$ cat src/rtl/vga_crop_pack_if.sv
// FIFO write-side bundle between the VGA capture stage and the
// VGA-to-sequencer FIFO.
interface vga_crop_pack_if;
  logic        fifo_full;
  logic        fifo_wr_en;
  logic [15:0] fifo_wr_data;

  // Capture stage: issues writes, watches the full flag.
  modport master (
    input  fifo_full,
    output fifo_wr_en,
    output fifo_wr_data
  );

  // FIFO side: accepts writes, reports full.
  modport slave (
    output fifo_full,
    input  fifo_wr_en,
    input  fifo_wr_data
  );
endinterface

$ cat src/rtl/vga_crop_pack.sv
// VGA capture stage: sync edge detection, pixel/line counting, active
// window crop, RGB888 -> RGB565 packing and FIFO write generation.
module vga_crop_pack #(
  parameter int H_START  = 144,
  parameter int H_ACTIVE = 640,
  parameter int V_START  = 35,
  parameter int V_ACTIVE = 480,
  parameter int HS_POL   = 0,
  parameter int VS_POL   = 0
) (
  input  logic                   clk,
  input  logic                   rst_n,
  input  logic                   vga_hsync,
  input  logic                   vga_vsync,
  input  logic [7:0]             vga_r,
  input  logic [7:0]             vga_g,
  input  logic [7:0]             vga_b,
  vga_crop_pack_if.master        fifo,
  output logic                   frame_start,
  output logic [11:0]            h_total,
  output logic                   overflow
);

  localparam logic        HS_ACT = 1'(HS_POL);
  localparam logic        VS_ACT = 1'(VS_POL);
  localparam logic [12:0] H_LO   = 13'(H_START);
  localparam logic [12:0] H_HI   = 13'(H_START + H_ACTIVE);
  localparam logic [11:0] V_LO   = 12'(V_START);
  localparam logic [11:0] V_HI   = 12'(V_START + V_ACTIVE);
  localparam logic [11:0] H_SAT  = 12'hFFF;
  localparam logic [10:0] V_SAT  = 11'h7FF;

  typedef enum logic [1:0] {SEEK, RUN, SKIP} state_t;

  logic       r_s1_hs, r_s1_vs, r_s2_hs, r_s2_vs;
  logic [7:0] r_s1_r, r_s1_g, r_s1_b;
  logic [11:0] r_h_cnt;
  logic [10:0] r_v_cnt;
  state_t     r_state;
  logic       r_wr_en;
  logic [15:0] r_wr_data;
  logic       r_frame_start;
  logic [11:0] r_h_total;
  logic       r_overflow;

  logic        w_hs_edge, w_vs_edge;
  logic [11:0] w_h_cur;
  logic [10:0] w_v_cur;
  logic        w_in_win;
  logic [15:0] w_pack;
  state_t      w_state_next;
  logic        w_wr;
  logic        w_ovf_set;

  assign w_hs_edge = r_s1_hs & ~r_s2_hs;
  assign w_vs_edge = r_s1_vs & ~r_s2_vs;

  // Counts that belong to the pixel currently held in stage 1; a line or
  // frame edge restarts the count on the very pixel that carries the edge.
  assign w_h_cur = w_hs_edge ? 12'd0 : r_h_cnt;
  assign w_v_cur = w_vs_edge ? 11'd0 :
                   (w_hs_edge && r_v_cnt != V_SAT) ? r_v_cnt + 11'd1 : r_v_cnt;

  assign w_in_win = ({1'b0, w_h_cur} >= H_LO) && ({1'b0, w_h_cur} < H_HI) &&
                    ({1'b0, w_v_cur} >= V_LO) && ({1'b0, w_v_cur} < V_HI);

  assign w_pack = {r_s1_r[7:3], r_s1_g[7:2], r_s1_b[7:3]};

  // Input pipeline: normalise sync polarity so that 1 means active.
  always_ff @(posedge clk) begin
    if (!rst_n) begin
      r_s1_hs <= 1'b0;
      r_s1_vs <= 1'b0;
      r_s2_hs <= 1'b0;
      r_s2_vs <= 1'b0;
      r_s1_r  <= 8'd0;
      r_s1_g  <= 8'd0;
      r_s1_b  <= 8'd0;
    end else begin
      r_s1_hs <= vga_hsync ~^ HS_ACT;
      r_s1_vs <= vga_vsync ~^ VS_ACT;
      r_s2_hs <= r_s1_hs;
      r_s2_vs <= r_s1_vs;
      r_s1_r  <= vga_r;
      r_s1_g  <= vga_g;
      r_s1_b  <= vga_b;
    end
  end

  // Pixel/line counters and line-length measurement; both saturate so an
  // absent sync never wraps back into the window.
  always_ff @(posedge clk) begin
    if (!rst_n) begin
      r_h_cnt   <= H_SAT;
      r_v_cnt   <= V_SAT;
      r_h_total <= 12'd0;
    end else begin
      r_h_cnt <= (w_h_cur == H_SAT) ? H_SAT : w_h_cur + 12'd1;
      r_v_cnt <= w_v_cur;
      // r_h_cnt already holds last pixel count + 1 (saturated) here.
      if (w_hs_edge) begin
        r_h_total <= r_h_cnt;
      end
    end
  end

  // Capture FSM next state and write decision.
  always_comb begin
    w_state_next = r_state;
    w_wr         = 1'b0;
    w_ovf_set    = 1'b0;
    case (r_state)
      SEEK: begin
        if (w_vs_edge) w_state_next = RUN;
      end
      RUN: begin
        if (w_in_win) begin
          if (fifo.fifo_full) begin
            w_ovf_set = 1'b1;
            if (!w_vs_edge) w_state_next = SKIP;
          end else begin
            w_wr = 1'b1;
          end
        end
      end
      SKIP: begin
        if (w_vs_edge) w_state_next = RUN;
      end
      default: w_state_next = SEEK;
    endcase
  end

  // State register and registered outputs.
  always_ff @(posedge clk) begin
    if (!rst_n) begin
      r_state       <= SEEK;
      r_wr_en       <= 1'b0;
      r_wr_data     <= 16'd0;
      r_frame_start <= 1'b0;
      r_overflow    <= 1'b0;
    end else begin
      r_state       <= w_state_next;
      r_wr_en       <= w_wr;
      r_frame_start <= w_vs_edge;
      if (w_wr) r_wr_data <= w_pack;
      if (w_ovf_set) r_overflow <= 1'b1;
    end
  end

  assign fifo.fifo_wr_en   = r_wr_en;
  assign fifo.fifo_wr_data = r_wr_data;
  assign frame_start       = r_frame_start;
  assign h_total           = r_h_total;
  assign overflow          = r_overflow;

endmodule
$ cat src/flat_wrapper.sv
// flat-port wrapper written by rule: the top's interface ports become plain ports
module vga_crop_pack_flat 
#(
  parameter int H_START  = 144,
  parameter int H_ACTIVE = 640,
  parameter int V_START  = 35,
  parameter int V_ACTIVE = 480,
  parameter int HS_POL   = 0,
  parameter int VS_POL   = 0
)
  (clk, rst_n, vga_hsync, vga_vsync, vga_r, vga_g, vga_b, frame_start, h_total, overflow, fifo_fifo_full, fifo_fifo_wr_en, fifo_fifo_wr_data);
  vga_crop_pack_if fifo_i ();
  input  logic clk;
  input  logic rst_n;
  input  logic vga_hsync;
  input  logic vga_vsync;
  input  logic [7:0] vga_r;
  input  logic [7:0] vga_g;
  input  logic [7:0] vga_b;
  output logic frame_start;
  output logic [11:0] h_total;
  output logic overflow;
  input wire logic [$bits(fifo_i.fifo_full)-1:0] fifo_fifo_full;
  output wire logic [$bits(fifo_i.fifo_wr_en)-1:0] fifo_fifo_wr_en;
  output wire logic [$bits(fifo_i.fifo_wr_data)-1:0] fifo_fifo_wr_data;
  assign fifo_i.fifo_full = fifo_fifo_full;
  assign fifo_fifo_wr_en = fifo_i.fifo_wr_en;
  assign fifo_fifo_wr_data = fifo_i.fifo_wr_data;
  vga_crop_pack #(.H_START(H_START), .H_ACTIVE(H_ACTIVE), .V_START(V_START), .V_ACTIVE(V_ACTIVE), .HS_POL(HS_POL), .VS_POL(VS_POL)) u_core (.clk(clk), .rst_n(rst_n), .vga_hsync(vga_hsync), .vga_vsync(vga_vsync), .vga_r(vga_r), .vga_g(vga_g), .vga_b(vga_b), .fifo(fifo_i), .frame_start(frame_start), .h_total(h_total), .overflow(overflow));
endmodule
$ cat config.mk
export PLATFORM = sky130hd
export DESIGN_NAME = vga_crop_pack_flat
export DESIGN_NICKNAME = d
export VERILOG_FILES = /design/src/rtl/vga_crop_pack_if.sv /design/src/rtl/vga_crop_pack.sv /design/src/flat_wrapper.sv
export SDC_FILE = /design/constraint.sdc
export NUM_CORES = 1
export LEC_CHECK = 0
export CAP_MARGIN = 5
export CORE_ASPECT_RATIO = 1.75
export CORE_MARGIN = 3
export CORE_UTILIZATION = 45
export CTS_CLUSTER_SIZE = 14
export DETAILED_ROUTE_END_ITERATION = 16
export MAX_ROUTING_LAYER = met4
export PLACE_DENSITY = 0.71
export SLEW_MARGIN = 20
export SYNTH_ARGS = -nofsm -noshare
export SYNTH_HDL_FRONTEND = slang
export SYNTH_SLANG_ARGS = --single-unit
$ cat constraint.sdc
create_clock -name clk -period 5.2 [get_ports clk]
set_clock_uncertainty 0.2 [all_clocks]
set_input_delay 0.78 -clock clk [delete_from_list [all_inputs] [get_ports clk]]
set_output_delay 0.78 -clock clk [all_outputs]
set_load 0.03 [all_outputs]
==> results of run 1 <==
## tightest hold or removal path, stage by stage (launching register included)
cell     delay, ps
dfxtp_1        290
nand2_1         50
mux2i_1         50
## stage by stage
stage	std cells	hold slack [ps]	power, mW	area (µm²)
after floorplan	346	224	0.834	3070
after global placement	462	225	0.893	3600
after detailed placement	462	238	0.900	3600
after CTS	476	244	1.51	3890
after global routing	476	255	1.57	3890
final	476	240	1.50	3890
## synthesized netlist by cell type (all sizes together), types with 6 or more instances
cell    count
nor3        6
mux2i      22
nand2      79
nand3      12
dfxtp      76
a21oi      21
nor2       12
o21ai      18
clkbuf     15
and2       19
buf         6
xnor2       7
## metal layers
layer  wire length, µm  global-route usage  share of wire
met2              3640               0.325           0.55
met3               282              0.0518          0.043
met4               157              0.0876          0.024
met1              2550               0.196           0.39
met5                 0                   -              0
## state kept, by name, indices dropped and copies added (netlist names), 2 cells and up
| register | cells |
|---|---|
| u_core.fifo.fifo_wr_data | 16 |
| u_core.h_total | 12 |
| u_core.r_h_cnt | 12 |
| u_core.r_v_cnt | 11 |
| u_core.r_s1_g | 6 |
| u_core.r_s1_b | 5 |
| u_core.r_s1_r | 5 |
| u_core.r_state | 2 |
## logic make-up (layout without fill, tap and decap cells)
| group | after synthesis | in the layout | share of synthesized area |
|---|---|---|---|
| flip-flops | 76 | 76 | 0.496 |
| multiplexers | 22 | 22 | 0.0717 |
| adder cells (fa/ha/maj) | 3 | 3 | 0.0122 |
| AND/OR/NAND/NOR | 151 | 151 | 0.234 |
| AO/OA/AOI/OAI | 55 | 55 | 0.108 |
| buffers and inverters | 27 | 75 | 0.0444 |
| XOR/XNOR | 12 | 12 | 0.0342 |
## layout make-up
class	instances	area (µm²)
fill	598	2690
sequential	76	1520
multi-input combinational	243	1420
timing repair buffer	55	536
clock buffer	12	256
tap	82	103
clock inverter	2	35.0
inverter	6	22.5
## where the power goes
part / total (mW) / internal (mW) / switching (mW)
Sequential: 0.678 / 0.629 / 0.0491
Clock: 0.606 / 0.391 / 0.215
Combinational: 0.211 / 0.0954 / 0.116
## how the worst max path moves through the flow
stage,startpoint,to,slack [ps],cells past startpoint
2_1_floorplan,u_core.r_s2_hs,u_core.fifo.fifo_wr_data[10],2380,10
3_3_place_gp,u_core.r_v_cnt[0],u_core.fifo.fifo_wr_data[5],2120,8
3_5_place_dp,u_core.r_s1_hs,u_core.fifo.fifo_wr_data[5],2040,9
4_1_cts,u_core.r_s2_hs,u_core.fifo.fifo_wr_data[5],2020,9
5_1_grt,u_core.r_v_cnt[0],u_core.fifo.fifo_wr_data[12],1770,8
6_report,u_core.r_s1_hs,u_core.fifo.fifo_wr_data[5],2020,9
==> reports/metrics.csv, run 1 <==
stage,metric,value,unit
global_route,first-pass GRT wire length,11.0,mm
setup_path,"CP delay by family, top",simple AND/OR/NAND/NOR gates,
placement,post-DP HPWL,4.55,mm
cells_and_area,final net count,423,
pwr,peak supply drop,0.208,mV
clocking,Max clock buf depth,2,
setup_path,Worst R2R Start,u_core.r_s1_hs,
sta,fin. max-slew vios,0,
global_route,initial antenna violation count,0,
global_route,largest net degree at the start of global routing,65,
sta,RSZ-0062 raised after global routing,false,
synthesis,post-synth top area share,0.496,
setup_path,CP max FO,25,
clocking,TritonCTS clock tree,done,
setup_path,CP arrival,3230,ps
synthesis,mapped cell area,3070,µm²
die,Initial Utilization,0.466,
setup_path,Worst Reg2Reg Path Length in Cells,9,
die,die width,68.4,µm
clocking,Clock Sinks,76,
clocking,H-Tree Depth,3,
sta,final hold violations,0,
run_status,outcome,"finished, final reports clean",
setup_path,Crit. End Element,flip-flop,
clocking,CTS buffer count,9,
clocking,"CTS clk-pin slew, worst paths",50,ps
sta,Tmin final,3180,ps
setup_path,Crit Reg-Reg Endpoint,u_core.fifo.fifo_wr_data[5],
synthesis,count of flip-flops with a built-in enable after synthesis,0,
die,number of I/O pins,60,
placement,pre-CTS setup slack,2040,ps
setup_path,WS Path Type,flip-flop to flip-flop,
placement,port buffer count,51,
sta,worst slew pin tran,670,ps
sta,fin crit share,0.611,
global_route,total global routing overflow,0,
synthesis,post-synth net total,378,
synthesis,register area share after synthesis,0.496,
cells_and_area,most frequent cells in the layout,"nand2_1, dfxtp_1, clkdlybuf4s50_1",
synthesis,Yosys Warn Count,0,
clocking,post-cts sizing count,0,
die,die area,7890,µm²
clocking,hold buffer count at cts,0,
cells_and_area,share of post-route cells with drive strength above 1,0.0558,
setup_path,startpoint types,flip-flop,
routing,vias per cell,5.20,
sta,"Setup violations, final",0,
setup_path,crit-path cells,nand2b_1 > buf_4 > or4_4 > o21ai_2 > a21oi_1 > or4_4 > a211oi_4 > buf_4 > mux2i_1,
min_path,Min-Delay Path Class,flip-flop to flip-flop,
cells_and_area,synthesis-to-finish area growth,26.8,%
synthesis,Seq cells post-synth,76,
routing,final wirelength,6.63,mm
die,Rows,39,
global_route,vias in the first global route,2342,
routing,initial drt markers,167,
setup_path,Slowest Stage Delay on Critical Path,560,ps
routing,DRC Markers,0,
routing,antenna-violating nets left,0,
cells_and_area,"Core Util, Final",0.591,
synthesis,most used flip-flop cell after synthesis,dfxtp_1,
sta,Peak Freq,315,MHz
synthesis,cell accounting for the most synthesized area,dfxtp_1,
setup_path,worst path bufs/invs,2,
routing,wire length per cell,13.9,µm
clocking,Root Buffer,clkbuf_16,
synthesis,ys async rst share,0,
pwr,Static Leak,1.51,nW
min_path,worst hold stages,2,
setup_path,Worst EP required,5250,ps
cells_and_area,"commonest non-fill, non-tap cell in the layout",nand2_1,
die,die height,115,µm
pwr,P per Cell Area,384,nW/µm²
run,max_cap viols,0,
cells_and_area,Ant. Diodes,0,
synthesis,Area contributors post-synth,"dfxtp_1, nand2_1, mux2i_1",
clocking,later-pin clock latency in the skew report,330,ps
setup_path,"reg-to-reg slack, setup",2020,ps
routing,drt first pass iters,4,
placement,routability cong.,0.889,
global_route,gr usage total,0.190,
synthesis,syn avg cell area,8.87,µm²
sta,post-route setup slack,2020,ps
sta,TNS Setup,0,ps
sta,Max transition margin,0.552,
clocking,setup bufs post-CTS,0,
min_path,WHS Endpoint,u_core.fifo.fifo_wr_data[2],
setup_path,slowest CP cell,or4_4,
synthesis,Syn Inst Count,346,
synthesis,distinct cell type count after synthesis,42,
die,Core Box Area,6590,µm²
routing,Vias,2475,
min_path,hold_sp,u_core.r_s1_b[5],
(Power assumes the default switching activity.)
==> inputs of run 2 (changes only) <==
--- a/config.mk
+++ b/config.mk
@@ -12,7 +12,7 @@
 export CTS_CLUSTER_SIZE = 14
 export DETAILED_ROUTE_END_ITERATION = 16
 export MAX_ROUTING_LAYER = met4
-export PLACE_DENSITY = 0.71
+export PLACE_DENSITY = 0.74
 export SLEW_MARGIN = 20
 export SYNTH_ARGS = -nofsm -noshare
 export SYNTH_HDL_FRONTEND = slang
==> constraint.sdc (replaced) <==
create_clock -name clk -period 2.6 [get_ports clk]
set_clock_uncertainty 0.2 [all_clocks]
set_input_delay 0.39 -clock clk [delete_from_list [all_inputs] [get_ports clk]]
set_output_delay 0.39 -clock clk [all_outputs]
set_load 0.03 [all_outputs]
==> reports/metrics.csv, run 2 (synthesis gave the netlist of run 1 again) <==
stage,metric,value,unit
routing,drt first pass iters,4,
placement,Area after DPL,3880,µm²
setup_path,"CP delay by family, top",simple AND/OR/NAND/NOR gates,
die,die width,68.4,µm
global_route,initial antenna violation count,0,
pwr,peak supply drop,0.334,mV
setup_path,Crit. End Element,flip-flop,
setup_path,CP max FO,8,
sta,"Setup violations, final",17,
min_path,Min-Delay Path Class,input pin to flip-flop,
die,die area,7890,µm²
global_route,Top Usage Layer GRT,met2,
routing,final wirelength,7.53,mm
sta,RSZ-0062 raised after global routing,true,
placement,post-DP HPWL,5.22,mm
sta,Peak Freq,370,MHz
global_route,M2 GR Usage,0.366,
global_route,Global Route met1 Usage,0.196,
routing,DRC Markers,0,
clocking,"CTS clk-pin slew, worst paths",50,ps
global_route,vias in the first global route,2664,
clocking,CTS buffer count,9,
die,Initial Utilization,0.466,
pwr,Static Leak,1.71,nW
setup_path,worst path bufs/invs,2,
sta,Max transition margin,0.656,
placement,routability cong.,0.922,
run_status,failing checks,setup timing,
pwr,P per Cell Area,719,nW/µm²
sta,fin crit share,1.04,
cells_and_area,"Core Util, Final",0.659,
placement,port buffer count,51,
routing,vias per cell,5.24,
cells_and_area,most frequent cells in the layout,"nand2_1, dfxtp_1, clkdlybuf4s50_1",
clocking,Clock Sinks,76,
setup_path,Worst EP required,2650,ps
sta,worst hold slack,161,ps
setup_path,WS Path Type,flip-flop to flip-flop,
sta,worst slew pin tran,516,ps
cells_and_area,max FFs per register,16,
global_route,total global routing overflow,0,
clocking,Max clock buf depth,2,
setup_path,slowest CP cell,or4_4,
cells_and_area,share of post-route cells with drive strength above 1,0.197,
die,Rows,39,
sta,Tmin final,2700,ps
setup_path,startpoint types,flip-flop,
setup_path,Critical Path Most Common Cell,or4_4,
clocking,TritonCTS clock tree,done,
clocking,Root Buffer,clkbuf_16,
cells_and_area,"commonest non-fill, non-tap cell in the layout",nand2_1,
cells_and_area,final net count,464,
setup_path,CP arrival,2750,ps
sta,final hold violations,0,
clocking,later-pin clock latency in the skew report,330,ps
setup_path,"reg-to-reg slack, setup",-100,ps
clocking,H-Tree Depth,3,
cells_and_area,synthesis-to-finish area growth,41.5,%
die,number of I/O pins,60,
routing,wire length per cell,14.5,µm
global_route,largest net degree at the start of global routing,55,
global_route,met3 usage,0.0508,
setup_path,Slowest Stage Delay on Critical Path,540,ps
placement,pre-CTS setup slack,-105,ps
setup_path,crit-path cells,nand2_2 > or4_4 > o21ai_4 > a21oi_2 > or4_4 > a211oi_4 > buf_4 > buf_16 > mux2i_1,
die,Core Box Area,6590,µm²
cells_and_area,final instance area,4340,µm²
cells_and_area,Ant. Diodes,0,
routing,antenna-violating nets left,0,
run_status,outcome,"complete, but fails checks",
sta,post-route setup slack,-101,ps
pwr,Overall Power,3.12,mW
sta,fin. max-slew vios,0,
global_route,first-pass GRT wire length,11.8,mm
die,die height,115,µm
global_route,gr usage total,0.208,
routing,Vias,2719,
routing,initial drt markers,145,
run,max_cap viols,0,
==> run 2: cell count changes in the layout (fill, tap and decap cells not counted), sizes merged <==
cell and change:
buf +41, clkinvlp +2
==> run 2: final timing paths <==
path                startpoint                           end  depth (start not counted)
max          u_core.r_v_cnt[1]   u_core.fifo.fifo_wr_data[5]                          9
min                      rst_n             u_core.r_v_cnt[0]                          2
max reg2reg  u_core.r_v_cnt[1]   u_core.fifo.fifo_wr_data[5]                          9
min reg2reg   u_core.r_s1_r[6]  u_core.fifo.fifo_wr_data[14]                          2
==> run 2: what timing repair did <==
item                                    in CTS  in global routing
hold buffers                                 0                  0
gates cloned                                 1                  1
pin swaps                                    3                  4
setup buffers                                3                  3
gates resized for setup                     16                 16
endpoints found under the setup margin      20                 22
==> run 2: routing by layer <==
metal	share of wire	up-vias	wire length, µm
met5	0	-	0
met1	0.37	1307	2760
li1	-	1339	-
met2	0.57	58	4290
met3	0.032	15	240
met4	0.031	0	233
==> run 2: per-stage QoR <==
stage,setup TNS [ps],std cells
CTS,-947,516
global route,-3240,519
floorplan,0,346
detailed placement,-1370,496
finish,-1120,519
global placement,-389,496
==> run 2: final cells by class <==
| class | instances | area (µm²) |
|---|---|---|
| Multi-Input combinational cell | 243 | 1520 |
| Fill cell | 552 | 2240 |
| Clock buffer | 12 | 236 |
| Clock inverter | 4 | 50.0 |
| Sequential cell | 76 | 1540 |
| Timing Repair Buffer | 96 | 871 |
| Inverter | 6 | 22.5 |
| Tap cell | 82 | 103 |
==> run 2: power breakdown <==
group | internal [mW] | switching, mW | leakage, nW
clock network | 0.741 | 0.449 | 0.133
logic | 0.289 | 0.308 | 0.956
registers | 1.26 | 0.0744 | 0.626
total | 2.29 | 0.832 | 1.71
